**config.mk**
```make
export PLATFORM = sky130hd
export DESIGN_NAME = ecc_point_seq
export DESIGN_NICKNAME = d
export VERILOG_FILES = /design/src/rtl/gf_pkg.sv /design/src/rtl/ecc_point_rom.sv /design/src/rtl/ecc_point_seq.sv
export SDC_FILE = /design/constraint.sdc
export NUM_CORES = 1
export LEC_CHECK = 0
export CORE_MARGIN = 2
export CORE_UTILIZATION = 50
export CTS_CLUSTER_SIZE = 10
export DETAILED_ROUTE_END_ITERATION = 7
export PLACE_DENSITY = 0.76
export RECOVER_POWER = 25
export SETUP_SLACK_MARGIN = 0.15
export SLEW_MARGIN = 30
export SYNTH_ARGS = -nofsm -noshare
export SYNTH_HDL_FRONTEND = slang
export SYNTH_SLANG_ARGS = --single-unit
```
**constraint.sdc**
```tcl
create_clock -name i_clk -period 2.9 [get_ports i_clk]
set_input_delay 0.58 -clock i_clk [delete_from_list [all_inputs] [get_ports i_clk]]
set_output_delay 0.58 -clock i_clk [all_outputs]
set_load 0.02 [all_outputs]
```
**src/rtl/gf_pkg.sv**
```systemverilog
// gf_pkg
// Shared definitions for the elliptic-curve point sequencer and its
// microprogram ROM:
//   GF_ADD/GF_SUB/GF_MULT/GF_DIV  op-select codes for the GF(p) unit
//   src_e                         operand/destination register selector
//   uinstr_t                      one microinstruction (op, srcA, srcB, dst)
//   state_e                       sequencer FSM states
//   mk_uinstr()                   helper to build a microinstruction
package gf_pkg;

   localparam logic [1:0] GF_ADD  = 2'd0;
   localparam logic [1:0] GF_SUB  = 2'd1;
   localparam logic [1:0] GF_MULT = 2'd2;
   localparam logic [1:0] GF_DIV  = 2'd3;

   // Program counter width; the longest program has 12 entries.
   localparam int PC_W = 4;

   // Register file slots. Y3 exists only as a destination, so that the
   // last instruction of both programs can write the result directly.
   typedef enum logic [3:0] {
      SRC_X1, SRC_Y1, SRC_X2, SRC_Y2, SRC_A,
      SRC_T0, SRC_T1, SRC_T2, SRC_T3, SRC_L,
      SRC_X3, SRC_Y3
   } src_e;

   localparam int NUM_REGS = 12;

   typedef struct packed {
      logic [1:0] op;
      src_e       src_a;
      src_e       src_b;
      src_e       dst;
   } uinstr_t;

   typedef enum logic [2:0] {
      ST_IDLE, ST_CHECK, ST_ISSUE, ST_WAIT, ST_NEXT, ST_FIN
   } state_e;

   function automatic uinstr_t mk_uinstr(input logic [1:0] op, input src_e src_a,
                                         input src_e src_b, input src_e dst);
      uinstr_t u;
      u.op    = op;
      u.src_a = src_a;
      u.src_b = src_b;
      u.dst   = dst;
      return u;
   endfunction

endpackage

```
**src/rtl/ecc_point_rom.sv**
```systemverilog
// ecc_point_rom
// Combinational microprogram store for affine point addition (9 ops) and
// point doubling (12 ops).
// Ports:
//   pc     in   program counter
//   dbl    in   1 selects the doubling program, 0 the addition program
//   instr  out  microinstruction at pc
//   last   out  pc is the final entry of the selected program
module ecc_point_rom
   import gf_pkg::*;
(
   input  logic [PC_W-1:0] pc,
   input  logic            dbl,
   output uinstr_t         instr,
   output logic            last
);

   // Out-of-range pc values report last so a corrupted pc cannot run away.
   always_comb begin
      instr = mk_uinstr(GF_ADD, SRC_X1, SRC_X1, SRC_T0);
      last  = 1'b0;
      if (dbl) begin
         case (pc)
            4'd0:  instr = mk_uinstr(GF_MULT, SRC_X1, SRC_X1, SRC_T0);
            4'd1:  instr = mk_uinstr(GF_ADD,  SRC_T0, SRC_T0, SRC_T1);
            4'd2:  instr = mk_uinstr(GF_ADD,  SRC_T1, SRC_T0, SRC_T0);
            4'd3:  instr = mk_uinstr(GF_ADD,  SRC_T0, SRC_A,  SRC_T0);
            4'd4:  instr = mk_uinstr(GF_ADD,  SRC_Y1, SRC_Y1, SRC_T1);
            4'd5:  instr = mk_uinstr(GF_DIV,  SRC_T0, SRC_T1, SRC_L);
            4'd6:  instr = mk_uinstr(GF_MULT, SRC_L,  SRC_L,  SRC_T2);
            4'd7:  instr = mk_uinstr(GF_SUB,  SRC_T2, SRC_X1, SRC_T2);
            4'd8:  instr = mk_uinstr(GF_SUB,  SRC_T2, SRC_X1, SRC_X3);
            4'd9:  instr = mk_uinstr(GF_SUB,  SRC_X1, SRC_X3, SRC_T3);
            4'd10: instr = mk_uinstr(GF_MULT, SRC_L,  SRC_T3, SRC_T3);
            4'd11: begin
               instr = mk_uinstr(GF_SUB, SRC_T3, SRC_Y1, SRC_Y3);
               last  = 1'b1;
            end
            default: last = 1'b1;
         endcase
      end else begin
         case (pc)
            4'd0: instr = mk_uinstr(GF_SUB,  SRC_Y2, SRC_Y1, SRC_T0);
            4'd1: instr = mk_uinstr(GF_SUB,  SRC_X2, SRC_X1, SRC_T1);
            4'd2: instr = mk_uinstr(GF_DIV,  SRC_T0, SRC_T1, SRC_L);
            4'd3: instr = mk_uinstr(GF_MULT, SRC_L,  SRC_L,  SRC_T2);
            4'd4: instr = mk_uinstr(GF_SUB,  SRC_T2, SRC_X1, SRC_T2);
            4'd5: instr = mk_uinstr(GF_SUB,  SRC_T2, SRC_X2, SRC_X3);
            4'd6: instr = mk_uinstr(GF_SUB,  SRC_X1, SRC_X3, SRC_T3);
            4'd7: instr = mk_uinstr(GF_MULT, SRC_L,  SRC_T3, SRC_T3);
            4'd8: begin
               instr = mk_uinstr(GF_SUB, SRC_T3, SRC_Y1, SRC_Y3);
               last  = 1'b1;
            end
            default: last = 1'b1;
         endcase
      end
   end

endmodule

```
**src/rtl/ecc_point_seq.sv**
```systemverilog
// ecc_point_seq
// Controller that computes affine P+Q or 2P over GF(p) by issuing one field
// operation at a time to an external GF(p) arithmetic unit.
// Optional feature macro: ECC_POINT_SEQ_TIMEOUT_EN (per-operation watchdog).
// Ports:
//   i_clk, i_rst              clock; asynchronous active-low reset
//   start, dbl                request (sampled in IDLE) and add/double select
//   x1, y1, x2, y2, a, prime  operand points, curve coefficient, modulus
//   busy, done, inf, err      status; done is a one-cycle pulse
//   x3, y3                    result point, held until the next accepted start
//   gf_in_0, gf_in_1          unit operands
//   gf_prime, gf_op_sel       unit modulus and operation select
//   gf_start                  one-cycle operation launch
//   gf_done, gf_result        unit completion and result
module ecc_point_seq
   import gf_pkg::*;
#(
   parameter int SIZE           = 32,
   parameter int TIMEOUT_CYCLES = 512
) (
   input  logic            i_clk,
   input  logic            i_rst,
   input  logic            start,
   input  logic            dbl,
   input  logic [SIZE-1:0] x1,
   input  logic [SIZE-1:0] y1,
   input  logic [SIZE-1:0] x2,
   input  logic [SIZE-1:0] y2,
   input  logic [SIZE-1:0] a,
   input  logic [SIZE-1:0] prime,
   output logic            busy,
   output logic            done,
   output logic            inf,
   output logic [SIZE-1:0] x3,
   output logic [SIZE-1:0] y3,
   output logic            err,
   output logic [SIZE-1:0] gf_in_0,
   output logic [SIZE-1:0] gf_in_1,
   output logic [SIZE-1:0] gf_prime,
   output logic [1:0]      gf_op_sel,
   output logic            gf_start,
   input  logic            gf_done,
   input  logic [SIZE-1:0] gf_result
);

   state_e          state_q, state_d;
   logic [PC_W-1:0] pc_q, pc_d;
   logic            dbl_q, dbl_d;
   logic            inf_q, inf_d;
   logic [SIZE-1:0] prime_q, prime_d;
   logic [SIZE-1:0] regs_q [NUM_REGS];
   logic [SIZE-1:0] regs_d [NUM_REGS];

   uinstr_t         rom_instr;
   logic            rom_last;
   logic            op_active;

`ifdef ECC_POINT_SEQ_TIMEOUT_EN
   localparam int CNT_W = $clog2(TIMEOUT_CYCLES + 1);
   logic [CNT_W-1:0] cnt_q, cnt_d;
   logic             err_q, err_d;
`endif

   ecc_point_rom u_rom (
      .pc    (pc_q),
      .dbl   (dbl_q),
      .instr (rom_instr),
      .last  (rom_last)
   );

   always_ff @(posedge i_clk or negedge i_rst) begin
      if (!i_rst) begin
         state_q <= ST_IDLE;
         pc_q    <= '0;
         dbl_q   <= 1'b0;
         inf_q   <= 1'b0;
         prime_q <= '0;
         regs_q  <= '{default: '0};
      end else begin
         state_q <= state_d;
         pc_q    <= pc_d;
         dbl_q   <= dbl_d;
         inf_q   <= inf_d;
         prime_q <= prime_d;
         regs_q  <= regs_d;
      end
   end

`ifdef ECC_POINT_SEQ_TIMEOUT_EN
   always_ff @(posedge i_clk or negedge i_rst) begin
      if (!i_rst) begin
         cnt_q <= '0;
         err_q <= 1'b0;
      end else begin
         cnt_q <= cnt_d;
         err_q <= err_d;
      end
   end
`endif

   // Next-state logic. A P+Q request with P==Q is rerouted to the doubling
   // program in CHECK because the addition formula would divide by zero.
   always_comb begin
      state_d = state_q;
      pc_d    = pc_q;
      dbl_d   = dbl_q;
      inf_d   = inf_q;
      prime_d = prime_q;
      regs_d  = regs_q;
`ifdef ECC_POINT_SEQ_TIMEOUT_EN
      cnt_d   = cnt_q;
      err_d   = err_q;
`endif
      case (state_q)
         ST_IDLE: begin
            if (start) begin
               regs_d[SRC_X1] = x1;
               regs_d[SRC_Y1] = y1;
               regs_d[SRC_X2] = x2;
               regs_d[SRC_Y2] = y2;
               regs_d[SRC_A]  = a;
               regs_d[SRC_X3] = '0;
               regs_d[SRC_Y3] = '0;
               prime_d        = prime;
               dbl_d          = dbl;
               inf_d          = 1'b0;
`ifdef ECC_POINT_SEQ_TIMEOUT_EN
               err_d          = 1'b0;
`endif
               state_d        = ST_CHECK;
            end
         end
         ST_CHECK: begin
            if ((dbl_q && (regs_q[SRC_Y1] == '0)) ||
                (!dbl_q && (regs_q[SRC_X1] == regs_q[SRC_X2]) &&
                 (regs_q[SRC_Y1] != regs_q[SRC_Y2]))) begin
               inf_d   = 1'b1;
               state_d = ST_FIN;
            end else begin
               if (!dbl_q && (regs_q[SRC_X1] == regs_q[SRC_X2])) begin
                  dbl_d = 1'b1;
               end
               pc_d    = '0;
               state_d = ST_ISSUE;
            end
         end
         ST_ISSUE: begin
`ifdef ECC_POINT_SEQ_TIMEOUT_EN
            cnt_d   = '0;
`endif
            state_d = ST_WAIT;
         end
         ST_WAIT: begin
            if (gf_done) begin
               regs_d[rom_instr.dst] = gf_result;
               state_d               = ST_NEXT;
            end
`ifdef ECC_POINT_SEQ_TIMEOUT_EN
            else if (cnt_q == CNT_W'(TIMEOUT_CYCLES - 1)) begin
               err_d          = 1'b1;
               inf_d          = 1'b0;
               regs_d[SRC_X3] = '0;
               regs_d[SRC_Y3] = '0;
               state_d        = ST_FIN;
            end else begin
               cnt_d = cnt_q + 1'b1;
            end
`endif
         end
         ST_NEXT: begin
            if (rom_last) begin
               state_d = ST_FIN;
            end else begin
               pc_d    = pc_q + 1'b1;
               state_d = ST_ISSUE;
            end
         end
         ST_FIN: begin
            state_d = ST_IDLE;
         end
         default: begin
            state_d = ST_IDLE;
         end
      endcase
   end

   // Unit-facing signals are only meaningful while an operation is in
   // flight; elsewhere they are forced to zero so an idle unit sees no
   // stale operands or op codes.
   assign op_active = (state_q == ST_ISSUE) || (state_q == ST_WAIT);
   assign gf_start  = (state_q == ST_ISSUE);
   assign gf_op_sel = op_active ? rom_instr.op : 2'd0;
   assign gf_in_0   = op_active ? regs_q[rom_instr.src_a] : '0;
   assign gf_in_1   = op_active ? regs_q[rom_instr.src_b] : '0;
   assign gf_prime  = prime_q;

   assign busy = (state_q == ST_CHECK) || (state_q == ST_ISSUE) ||
                 (state_q == ST_WAIT)  || (state_q == ST_NEXT);
   assign done = (state_q == ST_FIN);
   assign inf  = inf_q;
   assign x3   = regs_q[SRC_X3];
   assign y3   = regs_q[SRC_Y3];

`ifdef ECC_POINT_SEQ_TIMEOUT_EN
   assign err = err_q;
`else
   assign err = 1'b0;
`endif

endmodule

```
==> impl_metrics.csv <==
group,metric,value,unit
outcome,status,"finished, violations left",
outcome,violations,"capacitance limit, slew limit, setup timing",
final_layout,fill_cells,3490,
global_routing,antenna_found_initial,5,
clock_network,numCtsBuffers,50,
timing,setup_ws,-0.9228,ns
timing,hold_violations,0,
power_and_ir_drop,p_comb_frac,0.670,
clock_network,clk_latency,0.62,ns
power_and_ir_drop,irDropWorstVdd,0.9519,mV
power_and_ir_drop,p_clk_frac,0.119,
route,drc_errors,0,
logic_synthesis,synth_cell_type_count,78,
timing,drv_slew,64,
power_and_ir_drop,p_seq_frac,0.211,
clock_network,cts_tree,"yes",
timing,fin_crit_sh,1.318,
floorplanning,row_count,82,
route,first_pass_iters,6,
power_and_ir_drop,p_sw,23250,uW
placement,dp_hpwl,69860,um
floorplanning,fp.dieH,228.7,um
flow_run,cap_violations,1,
logic_synthesis,synth-seq-cells,425,
final_layout,layout-drive-gt1-share,0.2844,
final_layout,nNetsFinal,3672,
logic_synthesis,syn_avg_cell_area,8.592,um2
worst_setup_path,path_class,"flip-flop to primary output",
route,drt-initial-drc-count,3925,
route,wl_per_cell,26.92,um
logic_synthesis,synth_top_area_cell,"dfrtp_1",
clock_network,path_clk_slew,0.05,ns
worst_setup_path,startpoint_type,"flip-flop",
global_routing,grt_pass1_vias,25694,
power_and_ir_drop,leakage,0.01634,uW
power_and_ir_drop,power.density,1376,mW/mm2
power_and_ir_drop,intPower,26630,uW
route,routed_via_density,6.502,
final_layout,multi_input_area,0.01430,mm2
route,drtAntennaViolNets,0,
logic_synthesis,ys_warn_count,0,
global_routing,gr-total-overflow,0,
placement,pre_cts_ws,-0.8472,ns
clock_network,cts.htree.levels,2,
logic_synthesis,synth.area.top_cells,"dfrtp_1, nand2_1, o21ai_0",
logic_synthesis,synth_ff_type,"dfrtp_1",
logic_synthesis,syn-cell-area,0.02524,mm2
floorplanning,die_x,228.7,um
timing,skew,0.02932,ns
final_layout,area_growth,43.64,%
floorplanning,ios,396,
logic_synthesis,synth_nets,3171,
worst_setup_path,r2r_slack,-0.19,ns
logic_synthesis,async_flop_share,1.000,
route,wirelength,111100,um
timing,setup_tns,-63.86,ns
route,vias,26845,
timing,worst_pin_slew,1.965,ns
timing,slew_headroom,-0.3103,
floorplanning,dieArea,0.05230,mm2
timing,period_needed,3.823,ns
global_routing,grt_pass1_wl,157000,um
clock_network,cts-root-buf,"clkbuf_16",
placement,io_buffers,394,
timing,rsz0062_at_grt,"yes",
clock_network,clock-sinks,425,
floorplanning,core_area,0.04997,mm2
clock_network,clock_path_buffers,3,
worst_setup_path,cp_max_fo,7,
logic_synthesis,synth_edf_count,0,
worst_setup_path,end_kind,"primary output",
placement,routabilityCongestion,0.9490,
global_routing,grt.total_usage,0.3906,
timing,max_freq,261.6,MHz
floorplanning,start_util,0.5052,
logic_synthesis,syn_inst,2938,
power_and_ir_drop,switching_share,0.4662,
final_layout,regArea,0.01064,mm2
worst_setup_path,crit_required,2.32,ns
logic_synthesis,yosysSeqAreaShare,0.4213,
global_routing,grt_max_degree,130,
worst_setup_path,crit_arrival,3.24,ns
timing,setup_viol,181,
min_path,hold_path_class,"flip-flop to flip-flop",
logic_synthesis,post-synth-top-area-fraction,0.4213,
==> layout make-up <==
cell class / count / share of cell area
Clock buffer: 61 / 0.03765
Tap cell: 672 / 0.02319
Timing Repair Buffer: 757 / 0.2451
Antenna cell: 4 / 0.0002760
Clock inverter: 5 / 0.002070
Multi-Input combinational cell: 2168 / 0.3944
Sequential cell: 425 / 0.2934
Inverter: 37 / 0.003968
==> cells by family (layout without fill, tap and decap cells) <==
logic type      count (synthesis)  in the layout  synth area share
compound gates                719            719            0.1743
xor+xnor                       64             64           0.02220
fa+ha+maj                       4              4          0.001983
buf+inv                       346            860           0.07440
flops                         425            425            0.4213
mux                           201            201            0.1041
other cells                     1              5         0.0001485
simple gates                 1178           1179            0.2015
==> worst max-delay path, cell delays in order (launching register included) <==
cell and delay, ns:
dfrtp_2 0.47, inv_4 0.11, ha_4 0.21, nor2_4 0.06
buf_6 0.12, nor3b_4 0.25, nor3_4 0.10, buf_12 0.14
o31ai_4 0.24, buf_4 0.16, buf_12 0.15, buf_12 0.16
o21ai_2 0.06, a32o_2 0.29, buf_6 0.13
==> power by group through the flow <==
stage | Clock [uW] | Combinational [uW] | Sequential [uW]
global placement | 0 | 24800 | 10100
detailed placement | 0 | 25200 | 10200
CTS | 5910 | 27400 | 10200
finish | 5930 | 33400 | 10500
floorplan | 0 | 14400 | 9680
global route | 6160 | 34500 | 10600
==> repair_timing <==
item / in CTS / in global routing
setup buffers: 41 / 43
hold buffers: 1 / 0
gates cloned: 12 / 29
resized for setup: 483 / 350
pin swaps: 35 / 141
setup endpoints to repair: 259 / 264
hold endpoints to repair: 55 / 0
==> placed cells by master (no fill, tap or decap), types with 16 or more instances in the layout <==
cell type and n:
a211oi_2 48, a22oi_1 19, a21oi_1 54, mux2_4 93, buf_4 160, buf_8 16, o211ai_1 33, o21ai_2 64
nand3_1 152, and3_1 62, a31oi_1 54, nand2_1 793, a21oi_2 18, clkbuf_16 78, clkdlybuf4s50_1 326, dfrtp_1 422
buf_12 87, mux2_2 54, xor2_1 28, nand2_2 36, o21ai_1 35, a32o_2 31, buf_6 119, o21ai_0 263
mux2i_1 31, a221oi_2 18, nand2_4 16, xnor2_1 36, inv_1 33
==> through the flow <==
stage | area, um2 | hold WS [ns] | total power, uW | std cells | utilization
after floorplan | 25730 | 0.2844 | 24090 | 2938 | -
after global placement | 31360 | 0.4697 | 34960 | 3934 | 0.6277
after detailed placement | 31360 | 0.4661 | 35400 | 3934 | 0.6277
after CTS | 34040 | 0.4787 | 43570 | 4054 | 0.6812
after global routing | 36250 | 0.5039 | 51230 | 4126 | 0.7256
final | 36260 | 0.4773 | 49880 | 4129 | 0.7257
==> path summary, 6_finish.rpt <==
kind | from | to | cells after the start
hold / removal | inf$_DFFE_PN0P_ | inf$_DFFE_PN0P_ | 2
setup reg to reg | pc_q[1]$_DFFE_PN0P_ | regs_q[114]$_DFFE_PN0P_ | 13
hold reg to reg | inf$_DFFE_PN0P_ | inf$_DFFE_PN0P_ | 2
min in group asynchronous | i_rst | y3[4]$_DFFE_PN0P_ | 2
setup / recovery | pc_q[1]$_DFFE_PN0P_ | gf_in_0[19] | 14
max in group asynchronous | i_rst | gf_prime[10]$_DFFE_PN0P_ | 3
==> flip-flops by register name, summed over array words and instances (netlist names) <==
name,flops
dbl_q,1
gf_prime,32
inf,1
pc_q,4
regs_q,320
state_q,3
x3,32
y3,32
==> layer usage <==
metal  vias to the layer above  track usage  share of wire
met5                         -            0        0.00012
met4                         2       0.2318          0.077
met3                       598      0.08932           0.13
met2                      2223       0.5916           0.43
met1                     12825       0.5128           0.36
li1                      11197            -              -
==> Yosys cell counts (14+ instances only) <==
cell type,instances
a22oi_1,31
buf_2,58
nand2_1,845
a31oi_1,62
o21ai_1,45
inv_1,35
a221oi_1,33
mux2_2,57
mux2i_1,34
clkbuf_1,145
and3_1,65
xnor2_1,36
a21oi_1,76
o211ai_1,33
a211oi_1,62
nor2_1,22
o21ai_0,320
xor2_1,28
nor4_1,14
nand3_1,160
mux2_4,90
buf_6,19
dfrtp_1,425
buf_4,71
a32o_1,31
(Power assumes the default switching activity.)
